<file path="src/rtl/pio_exec_control.sv">
// Execute/sequencing unit for one PIO state machine: decode, X/Y scratch, JMP/WAIT/SET, delay cycles.
// Optional build macro PIO_SIDESET_EN adds a registered 2-bit side_set output and shrinks delay to 3 bits.
module pio_exec_control #(
    parameter int unsigned NUM_PINS = 32,
    parameter int unsigned DATA_W   = 32
) (
    input  logic                clk,
    input  logic                rst,
    input  logic                sm_en,
    input  logic [15:0]         instr,
    input  logic [NUM_PINS-1:0] pins,
    input  logic [4:0]          jmp_pin_sel,
    input  logic                osr_empty,
    input  logic [7:0]          irq_flags,
    output logic [7:0]          irq_clear,
    output logic [4:0]          jump,
    output logic                jump_en,
    output logic                pc_en,
    output logic [DATA_W-1:0]   x,
    output logic [DATA_W-1:0]   y,
`ifdef PIO_SIDESET_EN
    output logic [1:0]          side_set,
`endif
    output logic                busy
);

    localparam int unsigned DLY_W = 5;

    localparam logic [2:0] OP_JMP  = 3'b000;
    localparam logic [2:0] OP_WAIT = 3'b001;
    localparam logic [2:0] OP_SET  = 3'b111;

    typedef enum logic {
        EXEC  = 1'b0,
        DELAY = 1'b1
    } state_t;

    state_t              state, state_nxt;
    logic [DLY_W-1:0]    dly_cnt, dly_nxt;
    logic [DATA_W-1:0]   x_nxt, y_nxt;

    logic [2:0]          op;
    logic [DLY_W-1:0]    d;
    logic [2:0]          cond;
    logic [4:0]          idx;
    logic [1:0]          src;
    logic                pol;
    logic                sampled;
    logic                stall;
    logic                cond_true;
    logic                complete;

    assign op   = instr[15:13];
    assign cond = instr[7:5];
    assign idx  = instr[4:0];
    assign src  = instr[6:5];
    assign pol  = instr[7];

`ifdef PIO_SIDESET_EN
    assign d = DLY_W'(instr[10:8]);
`else
    assign d = instr[12:8];
`endif

    // Condition / wait evaluation, control outputs, side effects and next state
    always_comb begin
        state_nxt = state;
        dly_nxt   = dly_cnt;
        x_nxt     = x;
        y_nxt     = y;
        sampled   = 1'b0;
        cond_true = 1'b0;
        stall     = 1'b0;
        complete  = 1'b0;
        pc_en     = 1'b0;
        jump_en   = 1'b0;
        jump      = 5'd0;
        busy      = 1'b0;
        irq_clear = 8'd0;

        unique case (cond)
            3'b000: cond_true = 1'b1;
            3'b001: cond_true = (x == '0);
            3'b010: cond_true = (x != '0);
            3'b011: cond_true = (y == '0);
            3'b100: cond_true = (y != '0);
            3'b101: cond_true = (x != y);
            3'b110: cond_true = pins[jmp_pin_sel];
            default: cond_true = ~osr_empty;
        endcase

        unique case (src)
            2'b00, 2'b01: sampled = pins[idx];
            2'b10:        sampled = irq_flags[idx[2:0]];
            default:      sampled = pol;   // reserved source never stalls
        endcase

        stall    = (op == OP_WAIT) && (sampled != pol);
        complete = sm_en && (state == EXEC) && !stall;

        if (!rst) begin
            if (state == EXEC) begin
                busy    = stall;
                pc_en   = sm_en & ~stall;
                jump    = (op == OP_JMP) ? idx : 5'd0;
                jump_en = pc_en & (op == OP_JMP) & cond_true;
                if (complete && op == OP_WAIT && src == 2'b10 && pol)
                    irq_clear[idx[2:0]] = 1'b1;
            end else begin
                busy = 1'b1;
            end
        end

        // Scratch-register side effects land only on the completing edge
        if (complete) begin
            if (op == OP_JMP && cond == 3'b010) x_nxt = x - DATA_W'(1);
            if (op == OP_JMP && cond == 3'b100) y_nxt = y - DATA_W'(1);
            if (op == OP_SET && cond == 3'b001) x_nxt = DATA_W'(idx);
            if (op == OP_SET && cond == 3'b010) y_nxt = DATA_W'(idx);
        end

        if (sm_en) begin
            unique case (state)
                EXEC: begin
                    if (complete && d != '0) begin
                        state_nxt = DELAY;
                        dly_nxt   = d;
                    end
                end
                default: begin
                    if (dly_cnt == DLY_W'(1)) begin
                        state_nxt = EXEC;
                        dly_nxt   = '0;
                    end else begin
                        dly_nxt = dly_cnt - DLY_W'(1);
                    end
                end
            endcase
        end
    end

    always_ff @(posedge clk or posedge rst) begin
        if (rst) begin
            state   <= EXEC;
            dly_cnt <= '0;
            x       <= '0;
            y       <= '0;
        end else begin
            state   <= state_nxt;
            dly_cnt <= dly_nxt;
            x       <= x_nxt;
            y       <= y_nxt;
        end
    end

`ifdef PIO_SIDESET_EN
    // first_exec marks the opening EXEC cycle of an instruction, stalled or not
    logic first_exec;

    always_ff @(posedge clk or posedge rst) begin
        if (rst) begin
            first_exec <= 1'b1;
            side_set   <= 2'b00;
        end else if (sm_en && state == EXEC) begin
            first_exec <= complete;
            if (first_exec) side_set <= instr[12:11];
        end
    end
`endif

endmodule

</file>
<file path="config.mk">
export PLATFORM = sky130hd
export DESIGN_NAME = pio_exec_control
export DESIGN_NICKNAME = d
export VERILOG_FILES = /design/src/rtl/pio_exec_control.sv
export SDC_FILE = /design/constraint.sdc
export NUM_CORES = 1
export LEC_CHECK = 0
export ABC_AREA = 0
export CAP_MARGIN = 10
export CORE_MARGIN = 2
export CORE_UTILIZATION = 35
export CTS_CLUSTER_DIAMETER = 50
export CTS_CLUSTER_SIZE = 25
export DETAILED_ROUTE_END_ITERATION = 8
export SYNTH_ARGS = -nofsm -noshare
export SYNTH_HDL_FRONTEND = slang
export SYNTH_SLANG_ARGS = --single-unit
</file>
<file path="constraint.sdc">
create_clock -name clk -period 3.4 [get_ports clk]
set_clock_uncertainty 0.1 [all_clocks]
set_input_delay 0.68 -clock clk [delete_from_list [all_inputs] [get_ports clk]]
set_output_delay 0.68 -clock clk [all_outputs]
set_load 0.005 [all_outputs]
</file>
==> results of run 1 <==
worst register-to-register path: stages, from the launching register on:
cell and delay, ps:
dfrtp_1 380, or4_4 550, or3_4 350, or2_4 240
or3_4 360, buf_4 200, nor4_1 350, xnor2_1 170
nor2_1 50
where the power goes:
part / internal (W) / total [W] / switching (W)
clock network: 0.000506 / 0.000847 / 0.000341
logic: 0.000502 / 0.000961 / 0.000459
registers: 0.000895 / 0.000974 / 0.0000786
Yosys cell counts (all sizes together), types with 3 or more instances:
master,instances
buf,18
nor2,87
nor3b,7
ha,4
dfrtp,70
or3,17
mux2i,16
or2,8
nand2b,13
nor2b,11
xnor2,53
nor3,36
or4,4
clkbuf,13
a21oi,18
o21ai,18
nand3b,5
xor2,33
mux4,12
nand2,16
nand3,7
and2,6
a221o,3
nand4,8
nor4,38
inv,13
final cells by class:
| class | count | area (um2) | share of cell area, % |
|---|---|---|---|
| well taps | 184 | 230.2 | 2.777 |
| inverters | 13 | 52.55 | 0.6340 |
| flip-flops and latches | 70 | 1752 | 21.13 |
| multi-input cells | 453 | 3466 | 41.81 |
| repair buffers | 278 | 2531 | 30.54 |
| clock buffers | 13 | 250.2 | 3.019 |
| clock inverters | 1 | 7.507 | 0.09057 |
path summary, 6_finish.rpt:
path	slack (ps)	end	startpoint	cells past startpoint
worst max-delay path	-410	jump_en	x[18]	9
worst min-delay path	450	x[1]	x[1]	2
worst max register to register	550	x[28]	x[18]	8
worst min register to register	450	x[1]	x[1]	2
max in group asynchronous	1630	y[6]	rst	3
min in group asynchronous	970	state	rst	3
routing by layer:
metal	GRT usage [%]	wire, um
met5	0	0
met4	7.865	407
met1	27.65	7214
met2	38.51	8382
met3	5.455	1254
repair_timing:
action | in CTS | in global routing
endpoints found under the hold margin | 0 | 0
gates resized for setup | 159 | 40
buffers inserted | 21 | 7
gates cloned | 1 | 0
endpoints found under the setup margin | 72 | 16
pin swaps | 22 | 8
metrics by stage:
step	total power, W	util [%]	std cells
6_report	0.002782	57.69	1012
5_1_grt	0.002939	57.69	1012
4_1_cts	0.002785	56.59	1007
3_5_place_dp	0.001882	52.45	974
3_3_place_gp	0.001865	52.45	974
2_1_floorplan	0.001471	-	567
state kept, by name, summed over array words and instances (netlist names):
name / count
state: 1
x: 32
dly_cnt: 5
y: 32
logic make-up (layout without fill, tap and decap cells):
| logic type | count (synthesis) | in the layout | share of synthesized area, % |
|---|---|---|---|
| flip-flops | 70 | 70 | 34.38 |
| AO/OA/AOI/OAI | 63 | 63 | 8.203 |
| buffers and inverters | 44 | 305 | 3.733 |
| adder cells (fa/ha/maj) | 4 | 4 | 0.9824 |
| AND/OR/NAND/NOR | 270 | 270 | 29.03 |
| XOR/XNOR | 86 | 86 | 14.78 |
| multiplexers | 30 | 30 | 8.890 |
==> impl_metrics.toml, run 1 <==
[run_status]
status = "finished with violations"
violations = "setup timing"

[route]
vias = 5314
first_iter_violations = 275
drc = 0
wl_mm = 17.26
drt_pass1_iterations = 4
via_per_inst = 5.251
wire_per_inst_um = 17.05
ant_nets = 0

[setup_path]
cp_data_required_time_ps = 2620
critPathArrivalTime_ps = 3030
slowest_delay_ps = 550
critPathBufInv = 1
start_kind = "register"
critPathSlowestCell = "or4_4"
crit_chain = "or4_4 > or3_4 > or2_4 > or3_4 > nor4_4 > mux2i_1 > mux2i_1 > a31oi_1 > buf_2"
cp-end-kind = "output pin"
critPathTopFamily = "simple AND/OR/NAND/NOR gates"
critPathKind = "register to output pin"
path_max_fanout = 2

[timing]
fmax_mhz = 262.8
hold-worst-slack_ps = 450.9
setup_tns_ps = -1179
hold_viol_final = 0
setup_viol = 11
worstMarginPinSlew_ps = 919.3
rsz0062_at_grt = "yes"
relSlewSlack_pct = 38.71
fin_crit_ps = 3805
post-route-period-util_pct = 111.9
setup_ws_ps = -405.1
slew_violations = 0

[clock_network]
clock-sinks = 70
clockBufferDepth = 2
clock_latency_ps = 340
hold_buffers = 0
cts_tree = "yes"
cts_buffers = 9
clk_pin_slew_worst_paths_ps = 50
htreeDepth = 3
clock-root-buffer = "clkbuf_16"

[placement]
port_buffers = 144
place_congestion = 0.8293
place_area_um2 = 7536
post-place-ws_ps = -1299
dpl.hpwl_mm = 13.07

[finish]
drive_above_1_share_pct = 29.83
final_cell_area_um2 = 8289
final_nets = 894
layout_common_cells = "buf_4, clkdlybuf4s50_1, nor2_1, dfrtp_1, xnor2_1"
antenna_cells = 0
layout_commonest_cell = "buf_4"
area_delta_synth_final_pct = 62.70
fillers = 1270

[floorplan]
start_util_pct = 35.46
die_h_um = 124.7
io_pins = 145
rows = 44
die_w_um = 124.7
dieArea_um2 = 15540
core_area_um2 = 14370

[synthesis]
ys_ff_latch = 70
ys_warn_count = 0
synth_edf_count = 0
synthTopCellsByArea = "dfrtp_1, xnor2_1, nor2_1, xor2_1, mux4_2"
synthArstFlopShare_pct = 100.0
synth_area_um2 = 5095
avgSynthCellArea_um2 = 8.986
seq_area_frac_synth_pct = 34.38
synth_cell_types = 58
synth.largest_area_cell = "dfrtp_1"
synth.top_cell.area_share_pct = 34.38
syn_inst = 567
ys.flop_type = "dfrtp_1"
syn-num-nets = 636

[global_route]
grt_max_degree = 71
grt_pass1_vias = 5492
grt_pass1_wl_mm = 28.17
grt_usage_pct = 22.49
grt_antenna_before_repair = 0
overflow = 0

[run]
max-cap-violations = 0

[pwr]
powerDensity_nw_per_um2 = 335.6
power_leakage_nw = 3.810
peakVddDrop_uv = 262.1

[worst_hold_path]
hp-class = "register to register"
(Power assumes the default switching activity.)
==> run 2: changes to the inputs <==
--- a/config.mk
+++ b/config.mk
@@ -12,6 +12,7 @@
 export CTS_CLUSTER_DIAMETER = 50
 export CTS_CLUSTER_SIZE = 25
 export DETAILED_ROUTE_END_ITERATION = 8
+export GPL_TIMING_DRIVEN = 1
 export SYNTH_ARGS = -nofsm -noshare
 export SYNTH_HDL_FRONTEND = slang
 export SYNTH_SLANG_ARGS = --single-unit
==> results of run 2 <==
Final layout, timing and power as in run 1 (identical DEF).
